### src/rtl/splitter_pkg.sv
// Shared types and default widths for the word splitter family.
package splitter_pkg;
  localparam int WORD_W_DEF  = 32;
  localparam int SLICE_W_DEF = 8;

  typedef enum logic {
    IDLE = 1'b0,
    SEND = 1'b1
  } state_t;
endpackage

### src/rtl/splitter_if.sv
// Producer-side and consumer-side handshakes of the splitter in one bundle.
interface splitter_if
  import splitter_pkg::*;
#(
  parameter int WORD_W  = WORD_W_DEF,
  parameter int SLICE_W = SLICE_W_DEF
);
  localparam int NSLICE = WORD_W / SLICE_W;
  localparam int IDX_W  = $clog2(NSLICE);

  logic               in_valid;
  logic               in_ready;
  logic [WORD_W-1:0]  in_word;
  logic               out_valid;
  logic               out_ready;
  logic [SLICE_W-1:0] out_slice;
  logic [IDX_W-1:0]   out_idx;
  logic               out_last;

  modport master (
    output in_valid, in_word, out_ready,
    input  in_ready, out_valid, out_slice, out_idx, out_last
  );

  modport slave (
    input  in_valid, in_word, out_ready,
    output in_ready, out_valid, out_slice, out_idx, out_last
  );
endinterface

### src/rtl/splitter_slice_mux.sv
// Combinational pick of one SLICE_W field out of a WORD_W word; idx 0 is the LS slice.
module splitter_slice_mux #(
  parameter int WORD_W  = 32,
  parameter int SLICE_W = 8,
  parameter int NSLICE  = WORD_W / SLICE_W,
  parameter int IDX_W   = $clog2(NSLICE)
) (
  input  logic [WORD_W-1:0]  i_word,
  input  logic [IDX_W-1:0]   i_idx,
  output logic [SLICE_W-1:0] o_slice
);
  // Explicit compare loop keeps out-of-range indices (non power-of-2 NSLICE) at zero.
  always_comb begin
    o_slice = '0;
    for (int i = 0; i < NSLICE; i++)
      if (i_idx == IDX_W'(i)) o_slice = i_word[i*SLICE_W +: SLICE_W];
  end
endmodule

### src/rtl/splitter_seq.sv
// Holds one word and streams its slices out one per accepted output handshake.
// Optional feature macro: SPLITTER_SEQ_PARITY_EN adds out_parity (even parity of out_slice).
module splitter_seq
  import splitter_pkg::*;
#(
  parameter int WORD_W    = WORD_W_DEF,
  parameter int SLICE_W   = SLICE_W_DEF,
  parameter bit MSB_FIRST = 1'b1
) (
  input  logic      clk,
  input  logic      reset,
  splitter_if.slave bus,
  output logic      busy
`ifdef SPLITTER_SEQ_PARITY_EN
  ,
  output logic      out_parity
`endif
);
  localparam int NSLICE = WORD_W / SLICE_W;
  localparam int IDX_W  = $clog2(NSLICE);

  state_t            r_state, w_state_nxt;
  logic [IDX_W-1:0]  r_cnt, w_cnt_nxt;
  logic [WORD_W-1:0] r_hold, w_hold_nxt;
  logic [IDX_W-1:0]  w_idx;
  logic              w_last, w_in_xfer, w_out_xfer;

  assign w_last     = (r_state == SEND) && (r_cnt == IDX_W'(NSLICE-1));
  assign w_out_xfer = bus.out_valid && bus.out_ready;
  // Refill on the last slice lets back-to-back words run without a bubble.
  assign bus.in_ready = (r_state == IDLE) || (w_out_xfer && w_last);
  assign w_in_xfer  = bus.in_valid && bus.in_ready;
  assign w_idx      = MSB_FIRST ? (IDX_W'(NSLICE-1) - r_cnt) : r_cnt;

  assign bus.out_valid = (r_state == SEND);
  assign bus.out_idx   = w_idx;
  assign bus.out_last  = w_last;
  assign busy          = (r_state == SEND);

  splitter_slice_mux #(.WORD_W(WORD_W), .SLICE_W(SLICE_W)) u_mux (
    .i_word  (r_hold),
    .i_idx   (w_idx),
    .o_slice (bus.out_slice)
  );

`ifdef SPLITTER_SEQ_PARITY_EN
  assign out_parity = (r_state == SEND) && (^bus.out_slice);
`endif

  always_ff @(posedge clk) begin
    if (reset) begin
      r_state <= IDLE;
      r_cnt   <= '0;
      r_hold  <= '0;
    end else begin
      r_state <= w_state_nxt;
      r_cnt   <= w_cnt_nxt;
      r_hold  <= w_hold_nxt;
    end
  end

  always_comb begin
    w_state_nxt = r_state;
    w_cnt_nxt   = r_cnt;
    w_hold_nxt  = r_hold;
    unique case (r_state)
      IDLE: if (w_in_xfer) begin
        w_state_nxt = SEND;
        w_cnt_nxt   = '0;
        w_hold_nxt  = bus.in_word;
      end
      SEND: if (w_out_xfer) begin
        if (w_last) begin
          w_cnt_nxt = '0;
          if (w_in_xfer) w_hold_nxt  = bus.in_word;
          else           w_state_nxt = IDLE;
        end else begin
          w_cnt_nxt = r_cnt + 1'b1;
        end
      end
      default: w_state_nxt = IDLE;
    endcase
  end
endmodule

### src/flat_wrapper.sv
// flat-port wrapper written by rule: the top's interface ports become plain ports
module splitter_seq_flat import splitter_pkg::*;
#(
  parameter int WORD_W    = WORD_W_DEF,
  parameter int SLICE_W   = SLICE_W_DEF,
  parameter bit MSB_FIRST = 1'b1
)
  (clk, reset, busy, bus_in_valid, bus_in_word, bus_out_ready, bus_in_ready, bus_out_valid, bus_out_slice, bus_out_idx, bus_out_last);
  splitter_if #(.WORD_W(WORD_W), .SLICE_W(SLICE_W)) bus_i ();
  input  logic clk;
  input  logic reset;
  output logic busy;
  input wire logic [$bits(bus_i.in_valid)-1:0] bus_in_valid;
  input wire logic [$bits(bus_i.in_word)-1:0] bus_in_word;
  input wire logic [$bits(bus_i.out_ready)-1:0] bus_out_ready;
  output wire logic [$bits(bus_i.in_ready)-1:0] bus_in_ready;
  output wire logic [$bits(bus_i.out_valid)-1:0] bus_out_valid;
  output wire logic [$bits(bus_i.out_slice)-1:0] bus_out_slice;
  output wire logic [$bits(bus_i.out_idx)-1:0] bus_out_idx;
  output wire logic [$bits(bus_i.out_last)-1:0] bus_out_last;
  assign bus_i.in_valid = bus_in_valid;
  assign bus_i.in_word = bus_in_word;
  assign bus_i.out_ready = bus_out_ready;
  assign bus_in_ready = bus_i.in_ready;
  assign bus_out_valid = bus_i.out_valid;
  assign bus_out_slice = bus_i.out_slice;
  assign bus_out_idx = bus_i.out_idx;
  assign bus_out_last = bus_i.out_last;
  splitter_seq #(.WORD_W(WORD_W), .SLICE_W(SLICE_W), .MSB_FIRST(MSB_FIRST)) u_core (.clk(clk), .reset(reset), .bus(bus_i), .busy(busy));
endmodule
### config.mk
export PLATFORM = sky130hd
export DESIGN_NAME = splitter_seq_flat
export DESIGN_NICKNAME = d
export VERILOG_FILES = /design/src/rtl/splitter_pkg.sv /design/src/rtl/splitter_if.sv /design/src/rtl/splitter_slice_mux.sv /design/src/rtl/splitter_seq.sv /design/src/flat_wrapper.sv
export SDC_FILE = /design/constraint.sdc
export NUM_CORES = 1
export LEC_CHECK = 0
export BUFFER_PORTS_ARGS = -buffer_cell sky130_fd_sc_hd__buf_2
export CAP_MARGIN = 25
export CORE_MARGIN = 4
export CORE_UTILIZATION = 45
export DETAILED_ROUTE_END_ITERATION = 8
export PLACE_DENSITY = 0.81
export SLEW_MARGIN = 15
export SYNTH_ARGS = -nofsm -noshare
export SYNTH_HDL_FRONTEND = slang
export SYNTH_SLANG_ARGS = --single-unit
export TNS_END_PERCENT = 1
### constraint.sdc
create_clock -name clk -period 1.3 [get_ports clk]
set_input_delay 0.13 -clock clk [delete_from_list [all_inputs] [get_ports clk]]
set_output_delay 0.13 -clock clk [all_outputs]
set_load 0.01 [all_outputs]
# Yosys cells after proc, flatten, opt, wreduce, memory -nomap -nowiden
# Cells that the tools add are included.
# classes
bitwise	1
addsub	2
eq_ne	7
mux	16
reduce_logical	8
# op_table
operator	n
32-bit 2-to-1 mux	3
32-bit case mux with 2 select lines	1
8-bit 2-to-1 mux	4
2-bit equality test, second input constant	3
2-bit 2-to-1 mux	3
1-bit logical AND	4
2-bit != test, second input constant	2
2-bit case mux with 2 select lines	1
2-bit AND reduction	2
1-bit 2-to-1 mux	3
2-bit by 1-bit adder with 2-bit output, second input constant	1
2-bit by 1-bit equality test with 1-bit output, second input constant	1
2-bit zero test	1
2-bit by 1-bit != test with 1-bit output, second input constant	1
1-bit case mux with 2 select lines	1
2-bit subtractor, first input constant	1
1-bit logical OR	1
1-bit inverter	1
# totals
word_cells	37
out_inout_bits	14
regBits	35

# Longest topological paths before layout
# Gate-level depths: netlist of run 1.
# logic_depth
depth_word	9
ltp_mapped	7

# Modules after synthesis
# From an unflattened synthesis of run 1, not the netlist that was laid out.
# hier_totals
hier_cells	168
hier_area_um2	1828.0
# by_module_without_submodules
module	area_each_um2	cells_each	instances	seq_area_each_um2
splitter_seq	1631.6	158	1	700.7
splitter_slice_mux	196.4	10	1	0.0

# Worst setup path before layout of run 1
# Ideal clock, no wire load.
# synth_timing
path_kind	reg2out
start	register u_core.r_cnt[0]
end	output port bus_out_slice[5]
arrival_time_ns	1.358
slack_ns	-0.188
stages_incl_launch_ff	7
path_cell_list	dfxtp_1 -> inv_1 -> ha_1 -> clkbuf_1 -> a21oi_1 -> o21ai_0 -> a22o_1
# synth_via
elab_chain_len	6
word_cells_on_any_way	9
# synth_lines
item	line_no	rtl
start: declaration	splitter_seq.sv:23	logic [IDX_W-1:0] r_cnt, w_cnt_nxt;
start signal: assignment	splitter_seq.sv:57	r_cnt <= w_cnt_nxt;
2-bit subtractor *	splitter_seq.sv:33	assign w_idx = MSB_FIRST ? (IDX_W'(NSLICE-1) - r_cnt) : r_cnt;
net bus_out_idx[0]	flat_wrapper.sv:19	output wire logic [$bits(bus_i.out_idx)-1:0] bus_out_idx;
2-bit zero test	splitter_slice_mux.sv:16	if (i_idx == IDX_W'(i)) o_slice = i_word[i*SLICE_W +: SLICE_W];
8-bit 2-to-1 mux (3 in a row)	splitter_slice_mux.sv:16	
8-bit 2-to-1 mux *	splitter_slice_mux.sv:16	
end: declaration	flat_wrapper.sv:18	output wire logic [$bits(bus_i.out_slice)-1:0] bus_out_slice;
# The timed path passes the listed nets; every way through them passes the cells marked *.

# Final worst setup path of run 1
# layout_timing
start	register u_core.r_cnt[1]
end	output port bus_out_slice[4]
# layout_via
elab_chain_len	6
word_cells_on_any_way	9
# layout_lines
item	line_no
2-bit subtractor *	splitter_seq.sv:33
2-bit zero test	splitter_slice_mux.sv:16
8-bit 2-to-1 mux (3 in a row)	splitter_slice_mux.sv:16
8-bit 2-to-1 mux *	splitter_slice_mux.sv:16
# Every way passes the cells marked *; elsewhere a longest branch is shown, timed or not.

==> results of run 1 <==
==> layer usage <==
layer,vias up,wire length [um]
met5,-,0
met4,0,42
met3,6,291
met2,41,1826
met1,693,1945
li1,807,-
==> logic make-up after synthesis <==
kind of cell	count (synthesis)	share of synthesized area
simple gates	79	0.2394
compound gates	35	0.1165
flops	35	0.3604
mux	33	0.1699
buf+inv	29	0.08816
fa+ha+maj	4	0.02574
==> worst max-delay path, cell delays in order, from the launching register on <==
cell and delay [ns]:
sky130_fd_sc_hd__dfxtp_4 0.36, sky130_fd_sc_hd__buf_4 0.14, sky130_fd_sc_hd__ha_4 0.20, sky130_fd_sc_hd__a21oi_2 0.17, sky130_fd_sc_hd__o21ai_2 0.08, sky130_fd_sc_hd__a22o_1 0.17, sky130_fd_sc_hd__buf_2 0.14
==> layout make-up <==
type | instances | area share
multi-input cells | 151 | 0.4713
clock buffers | 6 | 0.03385
clock inverters | 1 | 0.002051
well taps | 50 | 0.02564
flip-flops and latches | 35 | 0.2903
inverters | 11 | 0.01795
repair buffers | 62 | 0.1590
==> through the flow <==
| step | power [W] | TNS [ns] | util | setup slack [ns] |
|---|---|---|---|---|
| 6_report | 0.002386 | -5.116 | 0.5971 | -0.3830 |
| 2_1_floorplan | 0.001489 | -0.03125 | - | -0.01563 |
| 3_3_place_gp | 0.001607 | -1.889 | 0.5622 | -0.1328 |
| 4_1_cts | 0.002406 | -5.529 | 0.5961 | -0.3831 |
| 5_1_grt | 0.002497 | -8.237 | 0.5971 | -0.4346 |
| 3_5_place_dp | 0.001615 | -2.425 | 0.5622 | -0.1813 |
==> timing repair <==
action | CTS | global route
setup endpoints to repair | 42 | 42
pin swaps | 5 | 1
buffers inserted | 1 | 0
gates resized for setup | 19 | 1
==> worst min-delay path by stage <==
stage                                      end  depth (start not counted)  slack, ns
3_5_place_dp     u_core.r_hold[4]$_SDFFE_PP0P_                          3       0.40
4_1_cts         u_core.r_hold[27]$_SDFFE_PP0P_                          3       0.10
6_report        u_core.r_hold[27]$_SDFFE_PP0P_                          3       0.10
2_1_floorplan  u_core.bus.out_valid$_SDFF_PP0_                          2       0.25
5_1_grt         u_core.r_hold[13]$_SDFFE_PP0P_                          3       0.10
3_3_place_gp   u_core.bus.out_valid$_SDFF_PP0_                          3       0.38
==> power by group <==
group	switching (W)	internal, W	total, W
Clock	0.000369	0.000415	0.000785
Sequential	0.0000419	0.00114	0.00118
Combinational	0.000194	0.000228	0.000422
==> synth_stat cells, drive strengths merged <==
| cell type | count |
|---|---|
| nand2b | 64 |
| dfxtp | 35 |
| mux2i | 33 |
| a21oi | 16 |
| clkbuf | 11 |
| inv | 11 |
| a22o | 8 |
| nand2 | 8 |
| o21ai | 8 |
| buf | 7 |
| nor2 | 5 |
| ha | 4 |
| a32oi | 2 |
| a21boi | 1 |
| and2 | 1 |
| nor2b | 1 |
==> sequential cells by signal, summed over array words and instances (netlist names) <==
register / cells
u_core.r_hold: 32
u_core.r_cnt: 2
u_core.bus.out_valid: 1
==> run summary, run 1 <==
Relative to the synthesized area, the layout overhead comes to 25.48%. The path class of the tightest hold or removal check is in2reg. The library cell used most frequently in the layout, excluding fill and tap cells, is sky130_fd_sc_hd__nand2b_1. For this design, the sink count on the clock tree is 35. After clock tree synthesis, the clock-pin slew on the worst setup and hold paths is 0.07 ns.

The clock passes through at most 2 buffers. TritonCTS built the clock tree. Yosys printed 0 warnings. For this run, the number of standard cells in the final layout without fillers is 316. The run gives 2297 um2 as the placement-stage cell area. The origin of the worst setup path is u_core.r_cnt[1]$_SDFFE_PP0P_. In the post-synthesis netlist, the biggest area contributors are sky130_fd_sc_hd__dfxtp_1 36%, sky130_fd_sc_hd__nand2b_1 21%, sky130_fd_sc_hd__mux2i_1 17%. For the estimated wirelength of the detail-placed design, the log shows 3041 um. The initial antenna violation count was 0. Global placer's final weighted congestion: 0.7750.

The run gives 19 as the number of distinct standard cells referenced by the synthesized netlist. The number of hold violations in the final report came out at 0. 0 antenna diodes ended up in the layout.

The standby leakage power is 1.057 nW. Dividing the detail-routed wire length by the instance count gives 12.99 um. For the met1 capacity usage during global routing, the log shows 0.2127.

Once detail routing completed, the nets flagged for antenna violations numbered 0. The via count of the first global-routing pass was 1477; the filler cell count was 356. The capturing instance or port of the critical path was bus_out_slice[4]. Across the VDD grid, the largest voltage drop is 433.2 uV. In this run the power density over the cells is 978.0 nW/um2.

The tools report the element type at the critical path end as an output pin. The final layout contains 306 nets. The share of the cycle needed by the critical path after routing came out at 1.295.

The worst setup path is launched from a flip-flop. The tool flagged a number of max-cap violations equal to 0. The global-route met3 utilization is 0.04378, and the number of nets produced by synthesis is 255. For the H-tree depth, the log shows 2. The run finished, with violations left. Synthesized area per cell: 9.044 um2. For this design, the CTS-stage hold fixing added 0 buffers. The combined global-route utilization of all metal layers is 0.1595, and the area of the die is 5436 um2.

The fraction of final layout cells with drive strength greater than 1 was 0.3421. The routed layout has 1547 vias. For the detailed-route DRC error count, the log shows 0.

The logs give 1.17 ns for the required time at the endpoint of the critical path and 23 for the row count. The sequential area share after synthesis is 0.3604, and the largest fanout on the critical path is 9. The path type of the worst setup path is reg2out. The setup check on the worst reg-to-reg path leaves a slack of -0.07 ns.

The worst register-to-register path ends at u_core.r_hold[16]$_SDFFE_PP0P_. The final reports fail on setup timing. The clock latency at the later pin of the worst-skew pair is 0.28 ns. The area share of the leading cell type in the synthesized netlist was 0.3604.

The run gives 0.4758 as the initial cell density of the core. The total wire length after detailed routing was 4104 um; the number of storage elements in the synthesis netlist was 35. Setup repair after global routing could not meet its margin everywhere. The worst-margin pin slew is 0.2824 ns, and the critical path arrival is 1.55 ns. Entering global routing, the biggest net connects 68 pins.

The tools report the standard cell core area as 4086 um2. The cell area that synthesis handed to floorplanning was 1944 um2. The tree is rooted in a sky130_fd_sc_hd__clkbuf_8.

The tools report the number of iterations in the first detailed-routing pass as 6. The maximum clock frequency was 0.5942 GHz. The busiest metal layer after global routing was met2. Count of routing violations after the opening detailed-route iteration: 105.

The multi-input combinational cells in the finished layout cover a total of 1150 um2. The register cell area after layout came out at 708.2 um2. The top cell types in the final layout, fill and taps aside, are 64 x sky130_fd_sc_hd__nand2b_1, 49 x sky130_fd_sc_hd__buf_2, 33 x sky130_fd_sc_hd__mux2i_1, 33 x sky130_fd_sc_hd__dfxtp_1, 10 x sky130_fd_sc_hd__a21oi_1. The worst path in the final design needs a cycle of 1.683 ns, including I/O delays and setup.

In the routed layout, each cell is associated on average with a via count of 4.896. The tools report the startpoint of the worst register-to-register path as u_core.r_cnt[1]$_SDFFE_PP0P_. Counting tap cells, the placed design contains a total of 308 instances.

The tools report the final global-route overflow total as 0. From left edge to right edge, the die measures 73.73 um. For this design the top-level I/O count stands at 50. The quantity of I/O buffers inserted on ports is 49. The logs give 0.2530 for the met2 demand-to-capacity share in global routing and 42 for the number of failing setup endpoints in the final timing report.

The area of all placed cells without fillers is 2440 um2. The floorplan step set the die height to 73.73 um. The logs give 6672 um for the global-route wire length before repair and 0.1010 ns for the post-route worst hold slack. The final count of pins violating max slew is 0, and the cell count after synthesis is 215.

Worst setup slack after layout: -0.3830 ns. Summed over all instances, the cell type with the most area after synthesis is sky130_fd_sc_hd__dfxtp_1. The clock skew after layout was 0.005779 ns. TritonCTS created 5 clock buffers. The tools report the launch instance of the worst min-delay path as bus_in_word[27].

The worst reg-to-reg path cell count is 6. The normalized max-slew margin was 0.8117.
No activity file was read; power rests on OpenSTA's default activity.
==> run 2: changes to the inputs <==
--- a/config.mk
+++ b/config.mk
@@ -8,9 +8,8 @@
 export BUFFER_PORTS_ARGS = -buffer_cell sky130_fd_sc_hd__buf_2
 export CAP_MARGIN = 25
 export CORE_MARGIN = 4
-export CORE_UTILIZATION = 45
+export CORE_UTILIZATION = 30
 export DETAILED_ROUTE_END_ITERATION = 8
-export PLACE_DENSITY = 0.81
 export SLEW_MARGIN = 15
 export SYNTH_ARGS = -nofsm -noshare
 export SYNTH_HDL_FRONTEND = slang
==> constraint.sdc (replaced) <==
create_clock -name clk -period 2.1 [get_ports clk]
set_input_delay 0.21 -clock clk [delete_from_list [all_inputs] [get_ports clk]]
set_output_delay 0.21 -clock clk [all_outputs]
set_load 0.01 [all_outputs]
==> run 2 against run 1 <==
The run now ends clean. Clock-buffer cell count increased by 1. Sequential power decreased by 38%. Highest routed layer unchanged. Power decreased by 40%. Critical endpoint unchanged. Hold slack improved by 0.066 ns. Cell count increased by 5.7%. Global-route usage decreased by 4.4 points. Routed wire length increased by 4.7%. Largest cell class unchanged. Non-clock buffer count decreased by 10. Setup slack improved by 0.51 ns. Critical path depth decreased by 1. Flip-flop and latch count unchanged. Via count decreased by 2.7%.
==> run summary, run 2 (synthesis results as in run 1) <==
The flow ran to the end, and the final reports show no timing, DRC or antenna violations. Final layout net count: 296 (-3.3%). Element type at the critical path end: an output pin. The tools report the post-CTS repair timing setup buffer count as 0 (-1). The number of hold violations in the final report was 0 (unchanged). The logs give 4298 um (+4.7%) for the total wire length after detailed routing and 127 (+21%) for the count of routing violations after the opening detailed-route iteration. The reg-to-reg critical path endpoint was u_core.r_hold[23]$_SDFFE_PP0P_. The path class of the tightest hold or removal check is in2reg.

The busiest metal layer after global routing was met2. The number of ports placed on the die boundary is 50 (unchanged), and the via count of the first global-routing pass is 1395 (-5.6%). Register with the highest flop count: u_core.r_hold. The worst-margin pin slew was 0.5185 ns (+0.2361 ns); the H-tree depth was 2 (unchanged). The tools report the clock latency at the later pin of the worst-skew pair as 0.28 ns (about the same).

For the internal power of the cells, the log shows 0.001062 W (-40%). The switching power share of the total works out to 0.2556 (+0.001990). The quantity of I/O buffers inserted on ports is 49 (unchanged).

The worst reg-to-reg path cell count is 5 (-1), and the met2 demand-to-capacity share in global routing is 0.1693 (-0.08368). The combinational fraction of design power was 0.164 (-0.013); the normalized max-slew margin was 0.6543 (-0.1574). For the final count of pins violating max slew, the log shows 0 (unchanged). The global-route met3 utilization is 0.04190 (-0.001876), and the count of cells along the worst hold path is 3 (unchanged). The cell sitting at the root of the clock tree is a sky130_fd_sc_hd__clkbuf_8. The total inserted antenna cells was 0 (unchanged).

The count of hold buffers inserted by post-cts repair came out at 0 (unchanged). The initial antenna violation count is 0 (unchanged), and the via count is 1506 (-2.7%). The share of the cycle needed by the critical path after routing was 0.9406; the aggregate negative setup slack was 0 ns (+5.116 ns).

The logs give 0.3080 (-0.1678) for the initial cell density of the core and 0.322 (-0.007) for the clock network fraction of total power. The estimated wirelength of the detail-placed design is 3071 um (+0.97%), and the post-route worst hold slack is 0.1674 ns (+0.06642 ns). The maximum vdd ir drop is 243.5 uV (-44%). The tools report the clock skew after layout as 0.003425 ns (-0.002355 ns). Setup repair after global routing left no endpoint under its margin. The portion of total power attributed to sequential cells is 0.514 (+0.020).

The total power per unit cell area came out at 624.3 nW/um2 (-36%). Overall die width: 88.51 um (+20%). Standard cell core area: 6314 um2 (+55%).

The net load switching power came out at 0.0003645 W (-40%). The routed length per placed instance works out to 12.87 um (-0.92%). TritonCTS built the clock tree. For the number of iterations in the first detailed-routing pass, the log shows 4 (-2). The die outline height was 88.51 um (+20%). Routed via count divided by cell count: 4.509 (-7.9%). The register cell area after layout came out at 700.7 um2 (-1.1%).

The global-route wire length before repair is 6982 um (+4.6%), and the filler cell count is 686 (+93%). The logs give 1.89 ns (+0.72 ns) for the required time at the endpoint of the critical path and 1.77 ns (+0.22 ns) for the critical path arrival. The run gives 5 (unchanged) as the CTS buffer count. The worst hold path begins at bus_in_valid.

The standby leakage power came out at 0.9630 nW (-8.8%). The tools report the slack of the worst reg-to-reg path as 0.51 ns (+0.58 ns). The critical path is of the reg2out type. The most common cell after layout, fill and taps aside was sky130_fd_sc_hd__nand2b_1. The largest fanout on the critical path works out to 15 (+6). The startpoint identified for the worst register-to-register timing path is u_core.r_cnt[0]$_SDFFE_PP0P_.

The count of clock tree sinks is 35 (unchanged), and the clock transition at the register clock pins on the worst setup and hold paths after CTS is 0.07 ns (about the same). Leaving out fill and tap cells, the most frequent cells in the layout are 64 x sky130_fd_sc_hd__nand2b_1, 49 x sky130_fd_sc_hd__buf_2, 35 x sky130_fd_sc_hd__dfxtp_1. The final global-route overflow total is 0 (unchanged), and the growth of design area from synthesis to finish is 17.50%.

The fraction of final layout cells with drive strength greater than 1 works out to 0.2490 (-0.09308). The post-cts resize count was 0 (-19). The tools report the post-route antenna net violation count as 0 (unchanged). The detailed-route DRC error count is 0 (unchanged), and the number of max-cap violations is 0 (unchanged). The worst setup path is launched from a flip-flop. The number of flip-flops under the largest register name works out to 32 (unchanged).

For the multi-input combinational cell area, the log shows 1085 um2 (-5.7%). The share of the core filled with cells in the final layout is 0.3619 (-0.2352), and the area of the die is 7833 um2 (+44%). The worst hold path terminates at u_core.bus.out_valid$_SDFF_PP0_. The logs give 29 (+26%) for the row count and 0.5062 GHz for the maximum clock frequency.

The final critical path time including I/O delays and setup is 1.975 ns, and the maximum number of buffers from clock root to sink is 2 (unchanged). The global placer's final weighted congestion is 0.7379 (-4.8%), and the met1 capacity usage during global routing is 0.1582 (-0.05449). The combined global-route utilization of all metal layers is 0.1151 (-0.04445), and the maximum number of pins on one net before global-route repair is 68 (unchanged). The number of failing setup endpoints in the final timing report was 0 (-100%).
[run 2: cell count changes in the layout (fill, tap and decap cells not counted), sizes merged]
cell	before	now
clkbuf	6	7
buf	62	52
[run 2: power by group through the flow]
| stage | logic (W) | registers, W | clock network (W) |
|---|---|---|---|
| detailed placement | 0.000238 | 0.000747 | 0 |
| CTS | 0.000239 | 0.000732 | 0.000479 |
| global placement | 0.000237 | 0.000746 | 0 |
| finish | 0.000235 | 0.000733 | 0.000459 |
| floorplan | 0.000176 | 0.000739 | 0 |
| global route | 0.000263 | 0.000737 | 0.000509 |
[run 2: final cells by class]
cell class | count | area share
Multi-Input combinational cell | 151 | 0.4748
Clock inverter | 1 | 0.002191
Clock buffer | 7 | 0.03341
Sequential cell | 35 | 0.3067
Timing Repair Buffer | 52 | 0.1227
Inverter | 11 | 0.01807
Tap cell | 77 | 0.04217
[run 2: metal layers]
metal,part of all wire,vias to the layer above
li1,-,783
met3,0.076,6
met1,0.47,673
met4,0.011,0
met2,0.45,44
met5,0,-
[run 2: metrics by stage]
stage,instance area [um2],setup slack (ns),power [W],cells
2_1_floorplan,1944,0.5323,0.0009142,215
3_3_place_gp,2196,0.3393,0.0009831,326
3_5_place_dp,2196,0.3500,0.0009846,326
4_1_cts,2277,0.02501,0.001450,334
5_1_grt,2285,0.006962,0.001509,334
6_report,2285,0.1247,0.001426,334
[run 2: worst max-delay path, cell delays in order (launching register included)]
cell and delay (ns):
sky130_fd_sc_hd__dfxtp_1 0.42, sky130_fd_sc_hd__inv_1 0.11, sky130_fd_sc_hd__ha_1 0.39, sky130_fd_sc_hd__buf_4 0.22, sky130_fd_sc_hd__a22o_1 0.22, sky130_fd_sc_hd__buf_2 0.13
[run 2: how the worst max path moves through the flow]
stage / startpoint / end / slack [ns] / cells after the start
after floorplan: u_core.r_cnt[0]$_SDFFE_PP0P_ / bus_out_slice[5] / 0.53 / 6
after global placement: u_core.r_cnt[0]$_SDFFE_PP0P_ / bus_out_slice[3] / 0.34 / 5
after detailed placement: u_core.r_cnt[0]$_SDFFE_PP0P_ / bus_out_slice[3] / 0.35 / 5
after CTS: u_core.r_cnt[0]$_SDFFE_PP0P_ / bus_out_slice[3] / 0.03 / 5
after global routing: u_core.r_cnt[0]$_SDFFE_PP0P_ / bus_out_slice[4] / 0.007 / 5
final: u_core.r_cnt[0]$_SDFFE_PP0P_ / bus_out_slice[4] / 0.12 / 5
==> run 3: changes to the inputs <==
--- a/config.mk
+++ b/config.mk
@@ -10,6 +10,7 @@
 export CORE_MARGIN = 4
 export CORE_UTILIZATION = 30
 export DETAILED_ROUTE_END_ITERATION = 8
+export RECOVER_POWER = 100
 export SLEW_MARGIN = 15
 export SYNTH_ARGS = -nofsm -noshare
 export SYNTH_HDL_FRONTEND = slang
==> run 3 against run 2 <==
Clock-buffer cell count did not move. Clock power barely moved. Via count fell by 0.20%. Critical endpoint unchanged.
==> run summary, run 3 (synthesis results as in run 1) <==
The logs give 0 (unchanged) for the post-cts resize count and 3071 um (unchanged) for the estimated wirelength of the detail-placed design. The critical path is of the reg2out type. The initial antenna violation count is 0 (unchanged), and the combined global-route utilization of all metal layers is 0.1151 (unchanged).

The area of all placed cells without fillers is 2250 um2 (-1.5%). The worst-margin pin slew was 0.5899 ns (+0.07137 ns); the global-route wire length before repair was 6982 um (unchanged). The post-layout total power was 0.001418 W (-0.55%); the total inserted antenna cells was 0 (unchanged).

The die outline height came out at 88.51 um (unchanged). The logs give 2 (unchanged) for the maximum number of buffers from clock root to sink and 0.3080 (unchanged) for the initial cell density of the core. The tools report the detailed-route DRC error count as 0 (unchanged).

The row count is 29 (unchanged). The number of failing setup endpoints in the final timing report was 0 (unchanged). The total met3 wirelength after detailed routing is 312 um (-4.0%), and the pre-CTS setup slack is 0.3500 ns (unchanged).

The run gives 2005 um (+0.30%) as the met1 routed wirelength after detailed routing. The tools report the global placer's final weighted congestion as 0.7379 (unchanged). The detailed-routed wire length on met2 was 1933 um (+0.47%); the post-route antenna net violation count was 0 (unchanged). The run gives 50 (unchanged) as the number of ports placed on the die boundary. The final global-route overflow total came out at 0 (unchanged). STA classifies the critical path endpoint as an output pin. The number of flip-flops under the largest register name is 32 (unchanged), and the quantity of I/O buffers inserted on ports is 49 (unchanged). The flow ran to the end, and the final reports show no timing, DRC or antenna violations. The overall die width was 88.51 um (unchanged); the share of the cycle needed by the critical path after routing was 0.9434 (+0.002791).

The tools report the worst setup slack after layout as 0.1188 ns (-0.005861 ns). The final critical path time including I/O delays and setup came out at 1.981 ns (+0.005861 ns). The count of clock tree sinks is 35 (unchanged). The worst setup path is launched from a flip-flop.

The library cell used most frequently in the layout, excluding fill and tap cells, is sky130_fd_sc_hd__nand2b_1. The highest metal layer carrying signal wires in the routed design is met4. The normalized max-slew margin is 0.6068 (-0.04758). The tools report the critical path arrival as 1.77 ns (about the same). The clock transition at the register clock pins on the worst setup and hold paths after CTS came out at 0.07 ns (about the same). Ranked by flip-flop count, first place goes to u_core.r_hold. The class of the most critical hold timing path was in2reg. Area of the die: 7833 um2 (unchanged).

In the layout the commonest cells are 64 x sky130_fd_sc_hd__nand2b_1, 38 x sky130_fd_sc_hd__buf_2, 35 x sky130_fd_sc_hd__dfxtp_1. For the placement-stage cell area, the log shows 2196 um2 (unchanged). The run gives 6314 um2 (unchanged) as the standard cell core area.

The number of max-cap violations was 0 (unchanged); the count of hold buffers inserted by post-cts repair was 0 (unchanged). The CTS buffer count is 5 (unchanged). The number of iterations in the first detailed-routing pass was 4 (unchanged); the number of hold violations in the final report was 0 (unchanged). The maximum vdd ir drop is 242.0 uV (-0.62%).

The H-tree depth was 2 (unchanged). The fraction of final layout cells with drive strength greater than 1 works out to 0.2101 (-0.03891). The count of routing violations after the opening detailed-route iteration is 105 (-17%).

The final count of pins violating max slew was 0 (unchanged); the largest fanout on the critical path was 15 (unchanged). The run gives 4299 um (about the same) as the total wire length after detailed routing. The routed via count divided by cell count is 4.500 (-0.20%). The maximum clock frequency came out at 0.5047 GHz (-0.30%).

The aggregate negative setup slack is 0 ns (unchanged), and the via count of the first global-routing pass is 1395 (unchanged). The tools report the clock skew after layout as 0.002803 ns (-0.0006218 ns). For the share of the core filled with cells in the final layout, the log shows 0.3563 (-0.005549).

The final layout net count is 296 (unchanged). The post-CTS repair timing setup buffer count was 0 (unchanged); the routed length per placed instance was 12.87 um (about the same). CTS placed an instance of sky130_fd_sc_hd__clkbuf_8 at the clock tree root.

TritonCTS built the clock tree. The maximum number of pins on one net before global-route repair came out at 68 (unchanged). Setup repair after global routing left no endpoint under its margin.

The tools report the standby leakage power as 0.9237 nW (-4.1%). The total power per unit cell area is 630.5 nW/um2 (+1.0%). The run gives 1503 (-0.20%) as the via count. Compared with the post-synthesis result, the final layout area differs by 15.70%.

The clock latency at the later pin of the worst-skew pair is 0.28 ns (about the same). Required time at the endpoint of the critical path: 1.89 ns (about the same).
[run 3: cell types whose count changed in the layout (fill, tap and decap cells not counted), sizes merged]
cell,delta
buf,-13
clkbuf,+13
[run 3: where the power goes]
group	leakage, nW	internal, W	switching [W]
Sequential	0.288	0.000706	0.0000270
Combinational	0.594	0.000117	0.000110
Clock	0.0422	0.000232	0.000227
Total	0.924	0.00105	0.000364
[run 3: cell type report]
class	count	area, um2
Timing Repair Buffer	52	256.5
Multi-Input combinational cell	151	1074
Inverter	11	41.29
Clock buffer	7	76.32
Sequential cell	35	700.7
Tap cell	77	96.34
Fill cell	690	4064
Clock inverter	1	5.005
[run 3: critical path, cell delays in order, from the launching register on]
cell,delay (ns)
sky130_fd_sc_hd__dfxtp_1,0.42
sky130_fd_sc_hd__inv_1,0.11
sky130_fd_sc_hd__ha_1,0.39
sky130_fd_sc_hd__clkbuf_4,0.22
sky130_fd_sc_hd__a22o_1,0.22
sky130_fd_sc_hd__buf_2,0.13
[run 3: final timing paths]
path	from	end	slack [ns]	cells after the start
hold reg to reg	u_core.r_hold[27]$_SDFFE_PP0P_	u_core.r_hold[27]$_SDFFE_PP0P_	0.48	2
hold / removal	bus_in_valid	u_core.bus.out_valid$_SDFF_PP0_	0.17	3
setup / recovery	u_core.r_cnt[0]$_SDFFE_PP0P_	bus_out_slice[4]	0.12	5
setup reg to reg	u_core.r_cnt[0]$_SDFFE_PP0P_	u_core.r_hold[23]$_SDFFE_PP0P_	0.18	5
[run 3: metal layers]
layer,vias to the layer above,GRT usage
li1,781,-
met1,674,0.1582
met2,42,0.1693
met3,6,0.04190
met4,0,0.03297
met5,-,0
[run 3: through the flow]
| step | cells | hold WS (ns) |
|---|---|---|
| 4_1_cts | 334 | 0.1564 |
| 6_report | 334 | 0.1684 |
| 5_1_grt | 334 | 0.1659 |
| 2_1_floorplan | 215 | 0.3307 |
| 3_3_place_gp | 326 | 0.4606 |
| 3_5_place_dp | 326 | 0.4596 |
